### src/rtl/bus_pkg.sv
// rtl/bus_pkg.sv - shared constants, state encoding and slot builder for the serial register bus host
package bus_pkg;

  localparam logic [7:0] CMD_WRITE = 8'h01;
  localparam logic [7:0] CMD_READ  = 8'h02;
  localparam int         SLOT_BITS = 13;

  typedef enum logic [1:0] {
    ST_IDLE,
    ST_SEND,
    ST_WAIT,
    ST_DONE
  } state_t;

  // One downlink slot, first bit in the MSB: gap, start, flag, d7..d0, two trailing zeros
  function automatic logic [SLOT_BITS-1:0] build_slot(input logic flag, input logic [7:0] b);
    return {1'b0, 1'b1, flag, b, 2'b00};
  endfunction

endpackage

### src/rtl/bus_byte_rx.sv
// rtl/bus_byte_rx.sv - uplink deserializer: start hunt, flag plus 8 data bits, two stop bits
module bus_byte_rx (
  input  logic       clk,
  input  logic       rst_n,
  input  logic       en,
  input  logic       rx,
  output logic       start,
  output logic       byte_valid,
  output logic       flag,
  output logic [7:0] data,
  output logic       frame_err
);

  logic       busy;
  logic [3:0] cnt;
  logic [8:0] sh;
  logic       stop_bad;

  // A start bit is any 1 seen while hunting; the host uses this to restart its timeout
  assign start = en & ~busy & rx;

  // Frame shifter: bits 0..8 are flag and data, 9..10 the stop bits; disabling drops any partial frame
  always_ff @(posedge clk or negedge rst_n) begin
    if (!rst_n) begin
      busy       <= 1'b0;
      cnt        <= 4'd0;
      sh         <= 9'd0;
      stop_bad   <= 1'b0;
      byte_valid <= 1'b0;
      flag       <= 1'b0;
      data       <= 8'd0;
      frame_err  <= 1'b0;
    end else begin
      byte_valid <= 1'b0;
      frame_err  <= 1'b0;
      if (!en) begin
        busy <= 1'b0;
        cnt  <= 4'd0;
      end else if (!busy) begin
        if (rx) begin
          busy     <= 1'b1;
          cnt      <= 4'd0;
          stop_bad <= 1'b0;
        end
      end else begin
        cnt <= cnt + 4'd1;
        if (cnt < 4'd9) begin
          sh <= {sh[7:0], rx};
        end else begin
          stop_bad <= stop_bad | rx;
        end
        if (cnt == 4'd10) begin
          busy       <= 1'b0;
          byte_valid <= 1'b1;
          frame_err  <= stop_bad | rx;
          flag       <= sh[8];
          data       <= sh[7:0];
        end
      end
    end
  end

endmodule

### src/rtl/bus_host.sv
// rtl/bus_host.sv - host master: serializes one register request and parses the slave reply
module bus_host #(
  parameter int TIMEOUT = 1024,
  parameter int TOW     = 11
) (
  input  logic        clk,
  input  logic        rst_n,
  input  logic        req_valid,
  output logic        req_ready,
  input  logic        req_wr,
  input  logic [15:0] req_addr,
  input  logic [15:0] req_wrdata,
  output logic        rsp_valid,
  output logic        rsp_err,
  output logic [15:0] rsp_rddata,
  output logic        tx,
  input  logic        rx
);
  import bus_pkg::*;

  state_t          state;
  logic [64:0]     msg;
  logic [64:0]     tx_sh;
  logic [6:0]      bit_cnt;
  logic [TOW-1:0]  tcnt;
  logic            op_wr;
  logic [15:0]     rd_sh;
  logic [1:0]      dcnt;
  logic            cmd_ok;

  logic            rx_en;
  logic            rx_start;
  logic            rx_valid;
  logic            rx_flag;
  logic [7:0]      rx_data;
  logic            rx_ferr;

  assign rx_en = (state == ST_WAIT);

  // Whole message, first bit in the MSB; reads occupy the top 39 bits
  always_comb begin
    msg = 65'd0;
    if (req_wr) begin
      msg = {build_slot(1'b0, req_wrdata[15:8]), build_slot(1'b0, req_wrdata[7:0]),
             build_slot(1'b0, req_addr[15:8]),   build_slot(1'b0, req_addr[7:0]),
             build_slot(1'b1, CMD_WRITE)};
    end else begin
      msg = {build_slot(1'b0, req_addr[15:8]), build_slot(1'b0, req_addr[7:0]),
             build_slot(1'b1, CMD_READ), 26'd0};
    end
  end

  // Reply is acceptable only with the matching command and the expected data byte count
  assign cmd_ok = op_wr ? (rx_data == CMD_WRITE && dcnt == 2'd0)
                        : (rx_data == CMD_READ  && dcnt == 2'd2);

  bus_byte_rx u_rx (
    .clk        (clk),
    .rst_n      (rst_n),
    .en         (rx_en),
    .rx         (rx),
    .start      (rx_start),
    .byte_valid (rx_valid),
    .flag       (rx_flag),
    .data       (rx_data),
    .frame_err  (rx_ferr)
  );

  // Request/transmit/reply FSM with all outputs registered
  always_ff @(posedge clk or negedge rst_n) begin
    if (!rst_n) begin
      state      <= ST_IDLE;
      req_ready  <= 1'b0;
      rsp_valid  <= 1'b0;
      rsp_err    <= 1'b0;
      rsp_rddata <= 16'd0;
      tx         <= 1'b0;
      tx_sh      <= 65'd0;
      bit_cnt    <= 7'd0;
      tcnt       <= '0;
      op_wr      <= 1'b0;
      rd_sh      <= 16'd0;
      dcnt       <= 2'd0;
    end else begin
      rsp_valid <= 1'b0;
      case (state)
        ST_IDLE: begin
          if (req_valid && req_ready) begin
            tx        <= msg[64];
            tx_sh     <= {msg[63:0], 1'b0};
            bit_cnt   <= req_wr ? 7'd64 : 7'd38;
            op_wr     <= req_wr;
            req_ready <= 1'b0;
            state     <= ST_SEND;
          end else begin
            req_ready <= 1'b1;
          end
        end
        ST_SEND: begin
          if (bit_cnt != 7'd0) begin
            tx      <= tx_sh[64];
            tx_sh   <= {tx_sh[63:0], 1'b0};
            bit_cnt <= bit_cnt - 7'd1;
          end else begin
            tx    <= 1'b0;
            tcnt  <= '0;
            dcnt  <= 2'd0;
            rd_sh <= 16'd0;
            state <= ST_WAIT;
          end
        end
        ST_WAIT: begin
          if (rx_start) begin
            tcnt <= '0;
          end else begin
            tcnt <= tcnt + TOW'(1);
          end
          if (rx_valid && rx_ferr) begin
            rsp_valid  <= 1'b1;
            rsp_err    <= 1'b1;
            rsp_rddata <= 16'd0;
            state      <= ST_DONE;
          end else if (rx_valid && !rx_flag) begin
            rd_sh <= {rd_sh[7:0], rx_data};
            if (dcnt != 2'd3) begin
              dcnt <= dcnt + 2'd1;
            end
          end else if (rx_valid) begin
            rsp_valid  <= 1'b1;
            rsp_err    <= ~cmd_ok;
            rsp_rddata <= (cmd_ok && !op_wr) ? rd_sh : 16'd0;
            state      <= ST_DONE;
          end else if (tcnt == TOW'(TIMEOUT)) begin
            rsp_valid  <= 1'b1;
            rsp_err    <= 1'b1;
            rsp_rddata <= 16'd0;
            state      <= ST_DONE;
          end
        end
        ST_DONE: begin
          rsp_err    <= 1'b0;
          rsp_rddata <= 16'd0;
          req_ready  <= 1'b1;
          state      <= ST_IDLE;
        end
        default: state <= ST_IDLE;
      endcase
    end
  end

endmodule
### config.mk
export PLATFORM = sky130hd
export DESIGN_NAME = bus_host
export DESIGN_NICKNAME = d
export VERILOG_FILES = /design/src/rtl/bus_pkg.sv /design/src/rtl/bus_byte_rx.sv /design/src/rtl/bus_host.sv
export SDC_FILE = /design/constraint.sdc
export NUM_CORES = 1
export LEC_CHECK = 0
export CAP_MARGIN = 20
export CORE_ASPECT_RATIO = 1.2
export CORE_MARGIN = 4
export CORE_UTILIZATION = 35
export CTS_BUF_LIST = sky130_fd_sc_hd__clkbuf_8
export CTS_CLUSTER_SIZE = 20
export DETAILED_ROUTE_END_ITERATION = 6
export GPL_TIMING_DRIVEN = 1
export HOLD_SLACK_MARGIN = 0.15
export PLACE_DENSITY = 0.53
export RECOVER_POWER = 50
export SKIP_LAST_GASP = 1
export SYNTH_ARGS = -nofsm -noshare
export SYNTH_HDL_FRONTEND = slang
export SYNTH_SLANG_ARGS = --single-unit
### constraint.sdc
create_clock -name clk -period 2 [get_ports clk]
set_input_delay 0.3 -clock clk [delete_from_list [all_inputs] [get_ports clk]]
set_output_delay 0.3 -clock clk [all_outputs]
set_load 0.02 [all_outputs]
==> flow_metrics.py <==
metrics = {
    "job": {
        "maxCapViolCount": 0,
    },
    "pwr": {
        "p_int_w": 0.00693,
        "power_switching_w": 0.00388,
        "power_density_nw_per_um2": 1260,
        "ir_drop_v": 0.000699,
        "p_leak_nw": 3.76,
        "power.total_w": 0.0108,
        "power_frac_seq_pct": 38.7,
        "p_clk_share_pct": 23.1,
        "switching_share_pct": 35.9,
        "power_frac_comb_pct": 38.2,
    },
    "worst_hold_path": {
        "hold_depth": 1,
        "min_from": "tx_sh[3]",
        "hold_class": "flip-flop to flip-flop",
        "min_to": "tx_sh[3]",
    },
    "run_status": {
        "outcome": "complete, no violations",
    },
    "setup_path": {
        "reg2reg_depth": 4,
        "crit_chain": "or4_4 > o21a_4 > or4_1 > o21ai_0",
        "r2r-end": "tcnt[9]",
        "cp.required_ns": 2.36,
        "cp_max_fo": 4,
        "r2r_slack_ns": 0.06,
        "start_kind": "flip-flop",
        "timing.rr.start": "bit_cnt[4]",
        "end_kind": "flip-flop",
        "slowest_delay_ns": 0.59,
        "critPathSlowestCell": "or4_4",
        "crit_family": "simple AND/OR/NAND/NOR gates",
        "critPathKind": "flip-flop to flip-flop",
        "cp_num_buf_inv": 0,
        "arrival_ns": 2.30,
    },
    "grt": {
        "grt_max_degree": 61,
        "overflow": 0,
        "antenna_found_initial": 0,
        "grtUsageTotal_pct": 15.1,
        "grt_pass1_vias": 5357,
        "grt_pass1_wl_um": 26900,
    },
    "placed_design": {
        "routabilityCongestion": 0.833,
        "placed_cell_area_um2": 8060,
        "portBuffers": 56,
        "post-place-ws_ns": 0.0180,
        "dp_hpwl_um": 11100,
    },
    "timing": {
        "hold_viol": 0,
        "tns_ns": 0,
        "drv_slew": 0,
        "slew_headroom_pct": 4.75,
        "whs_ns": 0.486,
        "setup_ws_ns": 0.0593,
        "finClkSkew_ns": 0.0196,
        "clock.fmax_mhz": 515,
        "period_minus_slack_ns": 1.94,
        "post-route-period-util_pct": 97.0,
        "tightest_slew_ns": 1.43,
        "rsz0062_at_grt": "yes",
        "setup_violations": 0,
    },
    "cells_and_area": {
        "fin_nets": 771,
        "synthToLayoutAreaGrowth_pct": 24.9,
        "n_fill_cell": 1866,
        "final_common_cell": "dfrtp_1",
        "antenna_cells": 0,
        "layout-drive-gt1-share_pct": 20.9,
        "final_cell_mix": "dfrtp_1 (145), nand2_1 (68), o21ai_0 (59)",
        "fin_area_um2": 8600,
    },
    "cts": {
        "root_buffer": "clkbuf_8",
        "clk_path_buf_depth": 2,
        "cts.sinks": 147,
        "cts_buffers": 17,
        "cts-htree-levels": 4,
        "cts.clk_slew.worst_paths_ns": 0.10,
        "insertion_delay_ns": 0.45,
        "cts_tree": "yes",
    },
    "floorplan": {
        "die_area_um2": 22000,
        "coreArea_um2": 19100,
        "die_h_um": 162,
        "pin_count": 57,
        "std_cell_rows": 55,
        "die_w_um": 136,
        "start_util_pct": 36.0,
    },
    "detailed_routing": {
        "dr.pass1.iters": 4,
        "final_antenna_net_count": 0,
        "drt_iter0_drc": 220,
        "finalWirelength_um": 16300,
        "vias": 5203,
        "drc": 0,
        "post_drt_wl_per_cell_um": 16.5,
        "viasPerCell": 5.26,
    },
    "logic_synthesis": {
        "yosys_warnings": 0,
        "synth.area.top_cells": "dfrtp_1 (53%), mux2_2 (6.0%), o21ai_0 (4.4%)",
        "yosysSeqAreaShare_pct": 53.4,
        "synth.distinct_cells": 65,
        "syn_avg_cell_area_um2": 10.9,
        "ys.flop_type": "dfrtp_1",
        "synth_area_um2": 6890,
        "synthCells": 631,
        "synth-edff-count": 0,
        "synth_seq_cells": 147,
        "synth-async-reset-ratio_pct": 100,
        "synth_nets": 682,
        "synth_top_cell_by_area": "dfrtp_1",
        "synth_top_area_share_pct": 53.4,
    },
}
how the worst max path moves through the flow:
stage	cells after the start	slack, ns	start	endpoint
global route	6	-0.04	bit_cnt[4]	tx_sh[30]
detailed placement	5	0.02	bit_cnt[3]	tx_sh[31]
floorplan	7	0.02	state[0]	tx_sh[46]
global placement	5	0.05	bit_cnt[3]	tx_sh[23]
finish	4	0.06	bit_cnt[4]	tcnt[9]
CTS	5	0.009	bit_cnt[3]	tx_sh[32]
cells by family (layout without fill, tap and decap cells):
family	after synthesis	in the layout	share of synthesized area (%)
AO/OA/AOI/OAI	179	179	18.0
AND/OR/NAND/NOR	174	174	13.2
flip-flops	147	147	53.4
buffers and inverters	61	163	4.09
multiplexers	54	54	8.52
adder cells (fa/ha/maj)	14	14	2.54
XOR/XNOR	2	2	0.254
final cells by class:
type                    instances  area, um^2  area share, %
clock buffers                  17         234           2.72
inverters                      20        75.1          0.873
clock inverters                15         193           2.24
flip-flops and latches        147        3680           42.8
repair buffers                111        1120           13.0
multi-input cells             423        2980           34.6
well taps                     256         320           3.72
what timing repair did:
item                                    in CTS  in global routing
buffers inserted                             0                  6
hold buffers                                 1                  0
resized for setup                            0                 18
endpoints found under the hold margin       51                  0
endpoints found under the setup margin       0                 60
per-stage QoR:
stage | utilization, % | std cells
floorplan | - | 631
global placement | 42.1 | 949
detailed placement | 42.1 | 949
CTS | 44.4 | 982
global route | 45.0 | 989
finish | 45.0 | 989
registers in the layout, summed over array words and instances, names as in the netlist, 4 cells and up:
name	cells
u_rx.cnt	4
tcnt	11
rd_sh	16
rsp_rddata	16
bit_cnt	7
u_rx.data	8
tx_sh	62
u_rx.sh	9
cell usage after synthesis, drive strengths merged (2+ instances only):
cell	count
o2bb2ai	2
a21oi	15
a22oi	2
o21a	3
a32o	2
or3	2
a31oi	6
nand2	68
nor4	4
nor2	20
nand4b	2
o31ai	20
dfrtp	147
inv	20
or2	2
or4	7
a21o	2
o21ai	65
nor4bb	2
and3	15
nor4b	2
nor2b	5
nand4	3
a211oi	6
mux2i	17
a21boi	2
nor3	8
or2b	2
a21bo	2
ha	14
and2	2
clkbuf	29
a22o	27
mux2	37
buf	12
nand3	24
o22a	4
a221o	15
layer usage:
layer  vias up  track usage, %  part of all wire, %
li1       2498               -                    -
met1      2630            19.9                   46
met2        66            24.8                   50
met3         9            3.72                  2.3
met4         0            4.45                 0.96
met5         -               0                    0
power groups by stage:
stage,clock [W],sequential [W],combinational [W]
after floorplan,0,0.00406,0.00273
after global placement,0,0.00421,0.00396
after detailed placement,0,0.00422,0.00407
after CTS,0.00259,0.00417,0.00409
after global routing,0.00274,0.00428,0.00457
final,0.00250,0.00419,0.00413
Note: power is estimated with default switching activity, not from simulation.
